File: src/rtl/conv_pkg.sv
// Shared types and helpers for the 3x3 streaming convolution engine.
package conv_pkg;

    typedef enum logic [1:0] {
        ST_LOAD = 2'd0,
        ST_MAC  = 2'd1,
        ST_EMIT = 2'd2
    } state_t;

    localparam int KSIZE = 3;
    localparam int TAPS  = 9;

    // Clamp a scaled accumulator to the unsigned 8-bit output range.
    function automatic logic [7:0] relu_sat8(input logic signed [31:0] val);
        logic [7:0] res;
        if (val < 32'sd0) begin
            res = 8'd0;
        end else if (val > 32'sd255) begin
            res = 8'd255;
        end else begin
            res = val[7:0];
        end
        return res;
    endfunction

endpackage

File: src/rtl/conv_mac_lane.sv
// One filter lane: accumulates pixel*weight per tap and, on the last tap,
// latches the biased, scaled, rectified and saturated result.
module conv_mac_lane
    import conv_pkg::*;
#(
    parameter int ACC_W = 20,
    parameter int SHIFT = 3
) (
    input  logic              clk,
    input  logic              rst_n,
    input  logic              ena,
    input  logic              clr,
    input  logic              acc_en,
    input  logic              last_tap,
    input  logic [7:0]        pix,
    input  logic signed [7:0] wgt,
    input  logic signed [7:0] bias,
    output logic [7:0]        result
);

    logic signed [ACC_W-1:0] acc_r;
    logic [7:0]              result_r;
    logic signed [16:0]      prod_s;
    logic signed [ACC_W-1:0] prod_ext_s;
    logic signed [ACC_W-1:0] bias_ext_s;
    logic signed [ACC_W-1:0] sum_s;
    logic signed [ACC_W-1:0] scaled_s;

    // The final sum folds in the last tap so the result is ready as EMIT starts.
    assign prod_s     = 17'($signed({1'b0, pix})) * 17'(wgt);
    assign prod_ext_s = ACC_W'(prod_s);
    assign bias_ext_s = ACC_W'(bias) <<< SHIFT;
    assign sum_s      = acc_r + prod_ext_s + bias_ext_s;
    assign scaled_s   = sum_s >>> SHIFT;
    assign result     = result_r;

    // Accumulator and registered lane result.
    always_ff @(posedge clk) begin
        if (!rst_n) begin
            acc_r    <= {ACC_W{1'b0}};
            result_r <= 8'd0;
        end else if (ena) begin
            if (clr) begin
                acc_r <= {ACC_W{1'b0}};
            end else if (acc_en) begin
                if (last_tap) begin
                    result_r <= relu_sat8(32'(scaled_s));
                    acc_r    <= {ACC_W{1'b0}};
                end else begin
                    acc_r <= acc_r + prod_ext_s;
                end
            end
        end
    end

endmodule

File: src/rtl/conv2d_stream_engine.sv
// Streaming 3x3 same-padded convolution: buffers one raster image, then
// emits NUM_FILT filter results per pixel position over a valid/ready port.
module conv2d_stream_engine
    import conv_pkg::*;
#(
    parameter int IMG_W    = 8,
    parameter int IMG_H    = 8,
    parameter int NUM_FILT = 2,
    parameter int SHIFT    = 3,
    parameter int ACC_W    = 20
) (
    input  logic                          clk,
    input  logic                          rst_n,
    input  logic                          ena,
    input  logic                          pix_valid,
    output logic                          pix_ready,
    input  logic [7:0]                    pix_data,
    input  logic                          wgt_we,
    input  logic [$clog2(NUM_FILT*10)-1:0] wgt_addr,
    input  logic [7:0]                    wgt_data,
    output logic                          out_valid,
    input  logic                          out_ready,
    output logic [NUM_FILT*8-1:0]         out_data,
    output logic                          out_last,
    output logic                          busy,
    output logic                          done
);

    localparam int NPIX = IMG_W * IMG_H;
    localparam int PW   = $clog2(NPIX);
    localparam int XW   = $clog2(IMG_W);
    localparam int YW   = $clog2(IMG_H);
    localparam int AW   = $clog2(NUM_FILT*10);

    state_t            state_r;
    logic [PW-1:0]     pix_cnt_r;
    logic [PW-1:0]     pos_r;
    logic [XW-1:0]     x_r;
    logic [YW-1:0]     y_r;
    logic [3:0]        tap_r;
    logic [1:0]        kx_r;
    logic [1:0]        ky_r;
    logic              out_valid_r;
    logic              out_last_r;
    logic              busy_r;
    logic              done_r;
    logic [7:0]        buf_r [NPIX];
    logic signed [7:0] wgt_r [NUM_FILT][TAPS];
    logic signed [7:0] bias_r [NUM_FILT];

    logic              last_pix_s;
    logic              last_pos_s;
    logic              clr_s;
    logic              acc_en_s;
    logic              last_tap_s;
    logic [PW-1:0]     rd_addr_s;
    logic [7:0]        tap_pix_s;
    int                nx_s;
    int                ny_s;

    assign last_pix_s = (pix_cnt_r == PW'(NPIX-1));
    assign last_pos_s = (pos_r == PW'(NPIX-1));
    assign last_tap_s = (tap_r == 4'(TAPS-1));
    assign acc_en_s   = ena && (state_r == ST_MAC);
    assign clr_s      = ena && (((state_r == ST_LOAD) && pix_valid && last_pix_s) ||
                                ((state_r == ST_EMIT) && out_ready && !last_pos_s));

    assign pix_ready = ena && (state_r == ST_LOAD);
    assign out_valid = out_valid_r;
    assign out_last  = out_last_r;
    assign busy      = busy_r;
    assign done      = done_r;

    // Neighbour fetch with zero padding outside the image.
    always_comb begin
        nx_s      = int'(x_r) + int'(kx_r) - 32'sd1;
        ny_s      = int'(y_r) + int'(ky_r) - 32'sd1;
        rd_addr_s = {PW{1'b0}};
        tap_pix_s = 8'd0;
        if ((nx_s >= 0) && (nx_s < IMG_W) && (ny_s >= 0) && (ny_s < IMG_H)) begin
            rd_addr_s = PW'(ny_s * IMG_W + nx_s);
            tap_pix_s = buf_r[rd_addr_s];
        end else begin
            rd_addr_s = {PW{1'b0}};
            tap_pix_s = 8'd0;
        end
    end

    // Pixel buffer; entries are simply overwritten by each new image.
    always_ff @(posedge clk) begin
        if (rst_n && ena && (state_r == ST_LOAD) && pix_valid) begin
            buf_r[pix_cnt_r] <= pix_data;
        end
    end

    // Weight and bias registers, writable only while idle in LOAD.
    always_ff @(posedge clk) begin
        if (!rst_n) begin
            for (int f = 0; f < NUM_FILT; f++) begin
                for (int k = 0; k < TAPS; k++) begin
                    wgt_r[f][k] <= 8'sd0;
                end
                bias_r[f] <= 8'sd0;
            end
        end else if (ena && wgt_we && (state_r == ST_LOAD)) begin
            for (int f = 0; f < NUM_FILT; f++) begin
                for (int k = 0; k < TAPS; k++) begin
                    if (wgt_addr == AW'(f*10 + k)) begin
                        wgt_r[f][k] <= wgt_data;
                    end
                end
                if (wgt_addr == AW'(f*10 + 9)) begin
                    bias_r[f] <= wgt_data;
                end
            end
        end
    end

    // Control FSM: load image, sweep taps per position, hand out results.
    always_ff @(posedge clk) begin
        if (!rst_n) begin
            state_r     <= ST_LOAD;
            pix_cnt_r   <= {PW{1'b0}};
            pos_r       <= {PW{1'b0}};
            x_r         <= {XW{1'b0}};
            y_r         <= {YW{1'b0}};
            tap_r       <= 4'd0;
            kx_r        <= 2'd0;
            ky_r        <= 2'd0;
            out_valid_r <= 1'b0;
            out_last_r  <= 1'b0;
            busy_r      <= 1'b0;
            done_r      <= 1'b0;
        end else if (ena) begin
            done_r <= 1'b0;
            case (state_r)
                ST_LOAD: begin
                    if (pix_valid) begin
                        if (last_pix_s) begin
                            state_r   <= ST_MAC;
                            pix_cnt_r <= {PW{1'b0}};
                            pos_r     <= {PW{1'b0}};
                            x_r       <= {XW{1'b0}};
                            y_r       <= {YW{1'b0}};
                            tap_r     <= 4'd0;
                            kx_r      <= 2'd0;
                            ky_r      <= 2'd0;
                            busy_r    <= 1'b1;
                        end else begin
                            pix_cnt_r <= pix_cnt_r + PW'(1);
                        end
                    end
                end
                ST_MAC: begin
                    if (last_tap_s) begin
                        state_r     <= ST_EMIT;
                        out_valid_r <= 1'b1;
                        out_last_r  <= last_pos_s;
                        tap_r       <= 4'd0;
                        kx_r        <= 2'd0;
                        ky_r        <= 2'd0;
                    end else begin
                        tap_r <= tap_r + 4'd1;
                        if (kx_r == 2'(KSIZE-1)) begin
                            kx_r <= 2'd0;
                            ky_r <= ky_r + 2'd1;
                        end else begin
                            kx_r <= kx_r + 2'd1;
                        end
                    end
                end
                ST_EMIT: begin
                    if (out_ready) begin
                        out_valid_r <= 1'b0;
                        out_last_r  <= 1'b0;
                        if (last_pos_s) begin
                            state_r   <= ST_LOAD;
                            pix_cnt_r <= {PW{1'b0}};
                            busy_r    <= 1'b0;
                            done_r    <= 1'b1;
                        end else begin
                            state_r <= ST_MAC;
                            pos_r   <= pos_r + PW'(1);
                            if (x_r == XW'(IMG_W-1)) begin
                                x_r <= {XW{1'b0}};
                                y_r <= y_r + YW'(1);
                            end else begin
                                x_r <= x_r + XW'(1);
                            end
                        end
                    end
                end
                default: begin
                    state_r <= ST_LOAD;
                    busy_r  <= 1'b0;
                end
            endcase
        end
    end

    genvar g;
    generate
        for (g = 0; g < NUM_FILT; g++) begin : g_lane
            conv_mac_lane #(
                .ACC_W (ACC_W),
                .SHIFT (SHIFT)
            ) u_lane (
                .clk      (clk),
                .rst_n    (rst_n),
                .ena      (ena),
                .clr      (clr_s),
                .acc_en   (acc_en_s),
                .last_tap (last_tap_s),
                .pix      (tap_pix_s),
                .wgt      (wgt_r[g][tap_r]),
                .bias     (bias_r[g]),
                .result   (out_data[g*8 +: 8])
            );
        end
    endgenerate

endmodule

File: config.mk
export PLATFORM = sky130hd
export DESIGN_NAME = conv2d_stream_engine
export DESIGN_NICKNAME = d
export VERILOG_FILES = /design/src/rtl/conv_pkg.sv /design/src/rtl/conv_mac_lane.sv /design/src/rtl/conv2d_stream_engine.sv
export SDC_FILE = /design/constraint.sdc
export NUM_CORES = 2
export LEC_CHECK = 0
export ABC_AREA = 0
export BUFFER_PORTS_ARGS = -buffer_cell sky130_fd_sc_hd__buf_2
export CORE_ASPECT_RATIO = 1.2
export CORE_UTILIZATION = 40
export CTS_CLUSTER_DIAMETER = 60
export DETAILED_ROUTE_END_ITERATION = 7
export PLACE_DENSITY_LB_ADDON = 0.2
export SKIP_LAST_GASP = 1
export SYNTH_ARGS = -nofsm -noshare
export SYNTH_HDL_FRONTEND = slang
export SYNTH_SLANG_ARGS = --single-unit
File: constraint.sdc
create_clock -name clk -period 17.4 [get_ports clk]
set_clock_uncertainty 0.05 [all_clocks]
set_input_delay 2.61 -clock clk [delete_from_list [all_inputs] [get_ports clk]]
set_output_delay 2.61 -clock clk [all_outputs]
set_load 0.05 [all_outputs]
==> out/metrics.cfg <==
[clock_tree]
clk_latency_ns=0.66
cts-buffers-inserted=85
cts-hold-fix-buffers=0
clkTransAtPathRegs_ns=0.06
cts_resized=0
clock_path_buffers=3
cts_tree=built
root_buffer=clkbuf_16
cts_setup_buffers=0
h-tree-depth=3
cts.sinks=760

[worst_setup_path]
cpMostUsedCell=inv_1
crit_buf_inv=7
crit_family=adder cells
endpoint=g_lane[1].u_lane.result[7]
reg2reg_from=kx_r[1]
worstRegToRegCells=35
r2r-end=g_lane[1].u_lane.result[7]
cp_data_arrival_time_ns=11.80
critPathLaunch=kx_r[1]
worstSetupStartpointType=flip-flop
cp_data_required_time_ns=17.88
cp.depth=35
crit_fanout=54
reg2reg_slack_ns=6.07
crit_type=reg -> reg
critPathCaptureType=flip-flop
slowest_delay_ns=0.89
critPathSlowestCell=buf_4

[logic_synthesis]
synth_flop_cell=edfxtp_1
ys_warn_count=0
mappedNetlistArea_sq_mm=0.0375
ys_ff_latch=760
synth.most_common_cell=edfxtp_1
yosys.area.top_type_share_pct=53.8
synth_seq_area_share_pct=58.5
synth_nets=2813
synth_cells=2507
synth_area_leaders=edfxtp_1 54%, mux4_2 12%, fa_1 5.8%
syn-mean-instance-area_sq_um=15.0
synth_cell_type_count=64
synth_commonest_cells=672 x edfxtp_1, 245 x nor2_1, 198 x mux4_2, 180 x inv_1, 171 x ha_1
synth_top_cell_by_area=edfxtp_1
synth_edf_count=672
async_flop_share_pct=0

[power_and_ir_drop]
irDropWorstVdd_uv=96.7
leakage_nw=15.1
total_power_mw=3.94
power_density_mw_per_mm2=94.3

[timing]
grt_setup_unrepaired=false
slew_headroom_pct=12.6
post-route-period-util_pct=65.1
max_freq_mhz=88.3
drv_slew=0
setup_viol=0
finalSetupTns_ns=0
worst_slew_pin_slew_ns=1.30
fin_hold_ws_ns=0.399
fin_crit_ns=11.33
hold_viol=0

[outcome]
status=finished clean

[die]
die_w_um=282
initial_core_util_pct=40.5
placementRows=122
die_h_um=337
core_sq_mm=0.0925
io_pins=48
die_area_sq_mm=0.0950

[routing]
vias=20700
via_per_inst=5.34
ant_nets=0
wl_um=89400
wl_per_cell_um=23.0
firstDrtPassIters=7
drc=0
detail_route.iter0.violations=1526

[global_routing]
grt_use_total_pct=19.3
grt_pass1_vias=21700
grt-ovfl-total=0
antenna_found_initial=2
grt_max_degree=65
grt_pass1_wl_um=135000

[placed_design]
port_buffers=47
gp_congestion=0.817
dp_hpwl_um=61100

[run]
max-cap-violations=0

[cells_and_area]
syn_to_final_growth_pct=11.6
fillers=8144
fin_nets=2883
post-route-util_pct=45.2
n_antenna_cell=0
drive_gt1_share_pct=16.4

[min_path]
hold_class=reg -> reg

[layout make-up]
type	instances	area, sq um	area share (%)
Clock inverter	55	513	1.23
Tap cell	1240	1550	3.71
Multi-Input combinational cell	1466	14400	34.5
Clock buffer	99	2220	5.31
Sequential cell	760	21900	52.4
Inverter	180	676	1.61
Timing Repair Buffer	84	513	1.23
[cell usage in the layout, fill, tap and decap left out, drive strengths merged, types with 8 or more instances in the layout]
cell type  count
xnor2         39
inv          192
a211oi        16
nand3b         8
o21ai         75
a21o          18
a21oi         76
clkbuf        99
xor2          22
buf           84
nand3         32
edfxtp       672
clkinv        33
dfxtp         88
nor2         245
ha           171
mux4         198
and3          15
fa           108
nand2b        48
nor3          11
and2          98
a22oi         39
nand2         93
mux2i         21
nor2b         36
or2           11
[kinds of logic after synthesis]
| logic type | synth area share (%) |
|---|---|
| DFF | 58.5 |
| and+or+nand+nor | 8.13 |
| buffers and inverters | 3.16 |
| adders and majority gates | 11.5 |
| AOI/OAI and AO/OA | 4.66 |
| muxes | 12.6 |
| xor gates and xnor gates | 1.48 |
[per-layer routing]
layer,share of wire (%),vias to the layer above,routed length [um],GRT usage (%)
met4,2.4,4,2170,5.62
met1,40,10600,36000,23.7
met5,0.031,-,28,0
li1,-,9511,-,-
met2,53,470,47600,35.1
met3,4.0,118,3600,2.54
[flip-flops by register name, summed over array words and instances, names as in the netlist, 4 cells and up]
name	flops
buf_r	512
bias_r	16
g_lane.u_lane.result	16
pos_r	6
tap_r	4
wgt_r	144
g_lane.u_lane.acc_r	40
pix_cnt_r	6
[power by group]
group	leakage (nW)	internal, mW	total [mW]	switching [mW]
Clock	1.33	1.03	1.77	0.742
Combinational	6.92	0.0542	0.161	0.107
Sequential	6.83	2.01	2.01	0.00934
[metrics by stage]
stage	setup WS, ns	instance area (sq um)	instances
floorplan	7.59	37500	2507
global placement	6.10	39100	3730
detailed placement	5.96	39100	3730
CTS	5.97	41800	3884
global route	5.28	41800	3884
finish	6.07	41800	3884
[tightest hold or removal path, stage by stage (launching register included)]
cell	delay, ns
dfxtp_1	0.31
nand2_1	0.05
o21ai_1	0.05
[worst min path at each step]
stage,startpoint,to,slack [ns],cells after the start
finish,g_lane[1].u_lane.result[4],g_lane[1].u_lane.result[4],0.40,2
global route,g_lane[1].u_lane.result[5],g_lane[1].u_lane.result[5],0.43,2
CTS,g_lane[1].u_lane.result[4],g_lane[1].u_lane.result[4],0.41,2
detailed placement,g_lane[1].u_lane.result[7],g_lane[1].u_lane.result[7],0.40,2
global placement,g_lane[1].u_lane.result[0],g_lane[1].u_lane.result[0],0.39,2
floorplan,kx_r[1],kx_r[1],0.40,2
No activity file was read; power rests on OpenSTA's default activity.
